### src/rtl/alu_issue_stage.sv
// ALU issue stage: decodes opcode/funct into ALU op and operands (S1), drives the external
// combinational ALU, and registers its result into a writeback handshake (S2).
module alu_issue_stage #(
    parameter int          IMM_W      = 16,
    parameter int          RA_W       = 5,
    parameter logic [2:0]  ILLEGAL_OP = 3'b111
) (
    input  logic             clk,
    input  logic             rst,
    input  logic             flush,
    input  logic             in_valid,
    output logic             in_ready,
    input  logic [5:0]       in_opcode,
    input  logic [5:0]       in_funct,
    input  logic [31:0]      in_rs_val,
    input  logic [31:0]      in_rt_val,
    input  logic [IMM_W-1:0] in_imm,
    input  logic [RA_W-1:0]  in_rd,
    output logic [31:0]      alu_num1,
    output logic [31:0]      alu_num2,
    output logic [2:0]       alu_op,
    input  logic [31:0]      alu_result,
    input  logic             alu_zero,
    output logic             out_valid,
    input  logic             out_ready,
    output logic [31:0]      out_result,
    output logic             out_zero,
    output logic [RA_W-1:0]  out_rd,
    output logic             out_wen,
    output logic             out_branch,
    output logic             out_illegal
);

    logic [2:0]      dec_op;
    logic [31:0]     dec_num2;
    logic            dec_wen;
    logic            dec_branch;
    logic            dec_illegal;
    logic [31:0]     imm_sext;
    logic [31:0]     imm_zext;

    logic            s1_valid;
    logic [RA_W-1:0] s1_rd;
    logic            s1_wen;
    logic            s1_branch;
    logic            s1_illegal;

    logic            s2_free;
    logic            accept;

    assign imm_sext = {{(32-IMM_W){in_imm[IMM_W-1]}}, in_imm};
    assign imm_zext = {{(32-IMM_W){1'b0}}, in_imm};

    assign s2_free  = !out_valid || out_ready;
    // Ready never looks at in_valid, so upstream can use it without a combinational loop.
    assign in_ready = !flush && (!s1_valid || s2_free);
    assign accept   = in_valid && in_ready;

    always_comb begin
        dec_op      = ILLEGAL_OP;
        dec_num2    = 32'd0;
        dec_wen     = 1'b0;
        dec_branch  = 1'b0;
        dec_illegal = 1'b1;
        case (in_opcode)
            6'b000000: begin
                dec_num2    = in_rt_val;
                dec_wen     = 1'b1;
                dec_illegal = 1'b0;
                case (in_funct)
                    6'b100000: dec_op = 3'b000;
                    6'b100010: dec_op = 3'b001;
                    6'b100100: dec_op = 3'b010;
                    6'b100101: dec_op = 3'b011;
                    6'b100111: dec_op = 3'b100;
                    6'b101010: dec_op = 3'b101;
                    default: begin
                        dec_op      = ILLEGAL_OP;
                        dec_num2    = 32'd0;
                        dec_wen     = 1'b0;
                        dec_illegal = 1'b1;
                    end
                endcase
            end
            6'b001000: begin
                dec_op      = 3'b000;
                dec_num2    = imm_sext;
                dec_wen     = 1'b1;
                dec_illegal = 1'b0;
            end
            6'b001100: begin
                dec_op      = 3'b010;
                dec_num2    = imm_zext;
                dec_wen     = 1'b1;
                dec_illegal = 1'b0;
            end
            6'b001101: begin
                dec_op      = 3'b011;
                dec_num2    = imm_zext;
                dec_wen     = 1'b1;
                dec_illegal = 1'b0;
            end
            6'b001010: begin
                dec_op      = 3'b101;
                dec_num2    = imm_sext;
                dec_wen     = 1'b1;
                dec_illegal = 1'b0;
            end
            6'b000100: begin
                dec_op      = 3'b001;
                dec_num2    = in_rt_val;
                dec_branch  = 1'b1;
                dec_illegal = 1'b0;
            end
            default: ;
        endcase
    end

    // S1: the ALU operand registers hold steady while S2 is blocked.
    always_ff @(posedge clk) begin
        if (rst) begin
            s1_valid   <= 1'b0;
            alu_op     <= 3'b000;
            alu_num1   <= 32'd0;
            alu_num2   <= 32'd0;
            s1_rd      <= '0;
            s1_wen     <= 1'b0;
            s1_branch  <= 1'b0;
            s1_illegal <= 1'b0;
        end else if (flush) begin
            s1_valid <= 1'b0;
        end else if (accept) begin
            s1_valid   <= 1'b1;
            alu_op     <= dec_op;
            alu_num1   <= in_rs_val;
            alu_num2   <= dec_num2;
            s1_rd      <= in_rd;
            s1_wen     <= dec_wen;
            s1_branch  <= dec_branch;
            s1_illegal <= dec_illegal;
        end else if (s2_free) begin
            s1_valid <= 1'b0;
        end
    end

    // S2: captures the ALU's same-cycle result whenever the writeback slot is free.
    always_ff @(posedge clk) begin
        if (rst) begin
            out_valid   <= 1'b0;
            out_result  <= 32'd0;
            out_zero    <= 1'b0;
            out_rd      <= '0;
            out_wen     <= 1'b0;
            out_branch  <= 1'b0;
            out_illegal <= 1'b0;
        end else if (flush) begin
            out_valid <= 1'b0;
        end else if (s2_free) begin
            out_valid <= s1_valid;
            if (s1_valid) begin
                out_result  <= alu_result;
                out_zero    <= alu_zero;
                out_rd      <= s1_rd;
                out_wen     <= s1_wen;
                out_branch  <= s1_branch && alu_zero;
                out_illegal <= s1_illegal;
            end
        end
    end

endmodule
### config.mk
export PLATFORM = sky130hd
export DESIGN_NAME = alu_issue_stage
export DESIGN_NICKNAME = d
export VERILOG_FILES = /design/src/rtl/alu_issue_stage.sv
export SDC_FILE = /design/constraint.sdc
export NUM_CORES = 1
export LEC_CHECK = 0
export CORE_ASPECT_RATIO = 1.1
export CORE_MARGIN = 2
export CORE_UTILIZATION = 42
export CTS_CLUSTER_DIAMETER = 30
export CTS_CLUSTER_SIZE = 24
export DETAILED_ROUTE_END_ITERATION = 6
export GPL_ROUTABILITY_DRIVEN = 0
export GPL_TIMING_DRIVEN = 0
export PLACE_DENSITY_LB_ADDON = 0.25
export RECOVER_POWER = 25
export SLEW_MARGIN = 20
export SYNTH_ARGS = -nofsm -noshare
export SYNTH_HDL_FRONTEND = slang
export SYNTH_SLANG_ARGS = --single-unit
### constraint.sdc
create_clock -name clk -period 5.38 [get_ports clk]
set_clock_uncertainty 0.1 [all_clocks]
set_input_delay 1.614 -clock clk [delete_from_list [all_inputs] [get_ports clk]]
set_output_delay 1.614 -clock clk [all_outputs]
set_load 0.01 [all_outputs]
==> reports/qor.yml <==
status: "finished, final reports clean"
dp_cells: 956
drt_iter0_drc: 189
start_kind: "primary input"
grt_max_degree: 17
post_cts_resized: 0
crit_path_max_fanout: 5
hold_depth: 2
clock-sinks: 118
htree_levels: 4
seqCellArea_um2: 2360
cts.root.buffer_cell: "clkbuf_16"
tritoncts: "yes"
cts_buffers: 17
synth-seq-cells: 118
clk_pin_slew_ns: 0.06
fin_setup_tns_ns: 0
finalSetupViolCount: 0
core_area_um2: 10400
max_slew_margin: 0.565
layout-drive-gt1-share: 0.0639
setup.worst_path.class: "in2out"
p_leak_nw: 2.93
clk_path_buf_depth: 2
worstMarginPinSlew_ns: 0.651
stdcell_count: 988
synth_ff_type: "dfxtp_1"
fmax_ghz: 0.206
synth_common_cells: "193 x nand2_1, 118 x dfxtp_1, 100 x a21oi_1"
area_growth_pct: 72.2
top_level_ports: 245
rsz0062_at_grt: "no"
place_area_um2: 7130
r2r_cells: 6
fin_area_um2: 7810
rows: 39
drv_slew: 0
die_w_um: 103
fin_ws_ns: 0.526
synth-edff-count: 0
cts_post_setup_buffers_inserted: 0
hold_buffers: 0
numPortBuffers: 241
antenna_found_initial: 0
layout_min_cycle_time_ns: 4.85
rrSetupSlack_ns: 3.34
hold_viol: 0
start_util: 0.434
clock_latency_ns: 0.40
power_density_nw_per_um2: 312
nFillCells: 816
maxCapViolCount: 0
die_h_um: 113
track_usage: 0.261
fin_nets: 967
synth_seq_area_share: 0.521
grt_pass1_vias: 5058
yosysMostFrequentCell: "nand2_1"
synth.top_cells.by_area: "dfxtp_1 52%, nand2_1 16%, a21oi_1 11%"
wirelength_um: 15400
vias: 5024
netlist_area_um2: 4530
grt_first_pass_wirelength_um: 23500
wl_per_cell_um: 15.6
netlist_instances: 572
min_to: "alu_num2[10]$_SDFFE_PP0P_"
firstDrtPassIters: 5
hold_path.class: "reg2reg"
peakVddDrop_uv: 220
arrival_ns: 3.14
ant_nets: 0
hp-start: "alu_num2[10]$_SDFFE_PP0P_"
yosysTopAreaCell: "dfxtp_1"
required_ns: 3.67
drc_errors: 0
ys_types: 34
async_flop_share: 0
viasPerCell: 5.09
multi_input_area_um2: 1980
avgSynthCellArea_um2: 7.93
overflow: 0
fin_crit_sh: 0.902
synth_nets: 707
yosysTopAreaCellShare: 0.521
insertedDiodeCount: 0
r2r-start: "out_valid$_SDFFE_PP0P_"
r2r_end: "out_result[26]$_SDFFE_PP0P_"
place_ws_ns: 0.681
yosys_warnings: 0
die_area_um2: 11600
dp_hpwl_um: 11700
cp-end-kind: "primary output"
[through the flow]
| step | hold WS (ns) | utilization | power, W |
|---|---|---|---|
| after floorplan | 0.332 | - | 0.00101 |
| after global placement | 0.334 | 0.682 | 0.00116 |
| after detailed placement | 0.343 | 0.682 | 0.00117 |
| after CTS | 0.347 | 0.748 | 0.00245 |
| after global routing | 0.366 | 0.748 | 0.00251 |
| final | 0.351 | 0.748 | 0.00244 |
[metal layers]
layer	up-vias	global-route usage	share of wire	wire [um]
met5	-	0	0	0
met4	0	0.119	0.030	469
met3	34	0.0945	0.093	1430
met2	217	0.478	0.53	8130
met1	2323	0.257	0.35	5370
li1	2450	-	-	-
[final cells by class]
class,instances,share of cell area
clock inverters,12,0.0287
plain buffers,43,0.0226
flip-flops and latches,118,0.303
inverters,4,0.00192
well taps,143,0.0229
repair buffers,241,0.309
clock buffers,20,0.0585
multi-input cells,407,0.254
[cell families after synthesis]
family / share of synthesized area
buffers and inverters: 0.0422
AO/OA/AOI/OAI: 0.211
multiplexers: 0.00442
flip-flops: 0.521
AND/OR/NAND/NOR: 0.222
[sequential cells by signal, summed over array words and instances (netlist names)]
name and count:
alu_num1 32, alu_num2 32, out_result 32, out_rd 5
s1_rd 5, alu_op 3, out_branch 1, out_illegal 1
out_valid 1, out_wen 1, out_zero 1, s1_branch 1
s1_illegal 1, s1_valid 1, s1_wen 1
[power by group]
part	switching [W]	internal (W)	total [W]
Sequential	0.0000113	0.000897	0.000908
Clock	0.000392	0.000893	0.00129
Combinational	0.000104	0.000139	0.000243
[cells in the final DEF, fill, tap and decap left out, types with 4 or more instances in the layout]
cell type,netlist,layout
a32o_1,16,16
o21ai_0,22,22
a21oi_1,100,100
nor2b_1,4,4
o21ai_2,11,11
nor3_1,4,4
nand2_1,193,193
dfxtp_1,118,118
inv_1,4,4
bufinv_16,0,6
clkbuf_16,0,17
buf_2,6,6
clkdlybuf4s50_1,0,185
clkbuf_1,36,37
nor2_1,27,27
dlygate4sd3_1,0,56
[critical path, stage by stage]
cell and delay [ns]:
dlygate4sd3_1 0.56, nor2b_1 0.32, a21oi_1 0.12, clkdlybuf4s50_1 0.52
[worst max-delay path by stage]
stage                          end       from  depth (start not counted)  slack (ns)
after floorplan           in_ready  out_ready                          2        1.70
after global placement    in_ready  out_ready                          4        0.77
after detailed placement  in_ready  out_ready                          4        0.68
after CTS                 in_ready  out_ready                          4        0.68
after global routing      in_ready  out_ready                          4        0.46
final                     in_ready  out_ready                          4        0.53
Note: power is estimated with default switching activity, not from simulation.
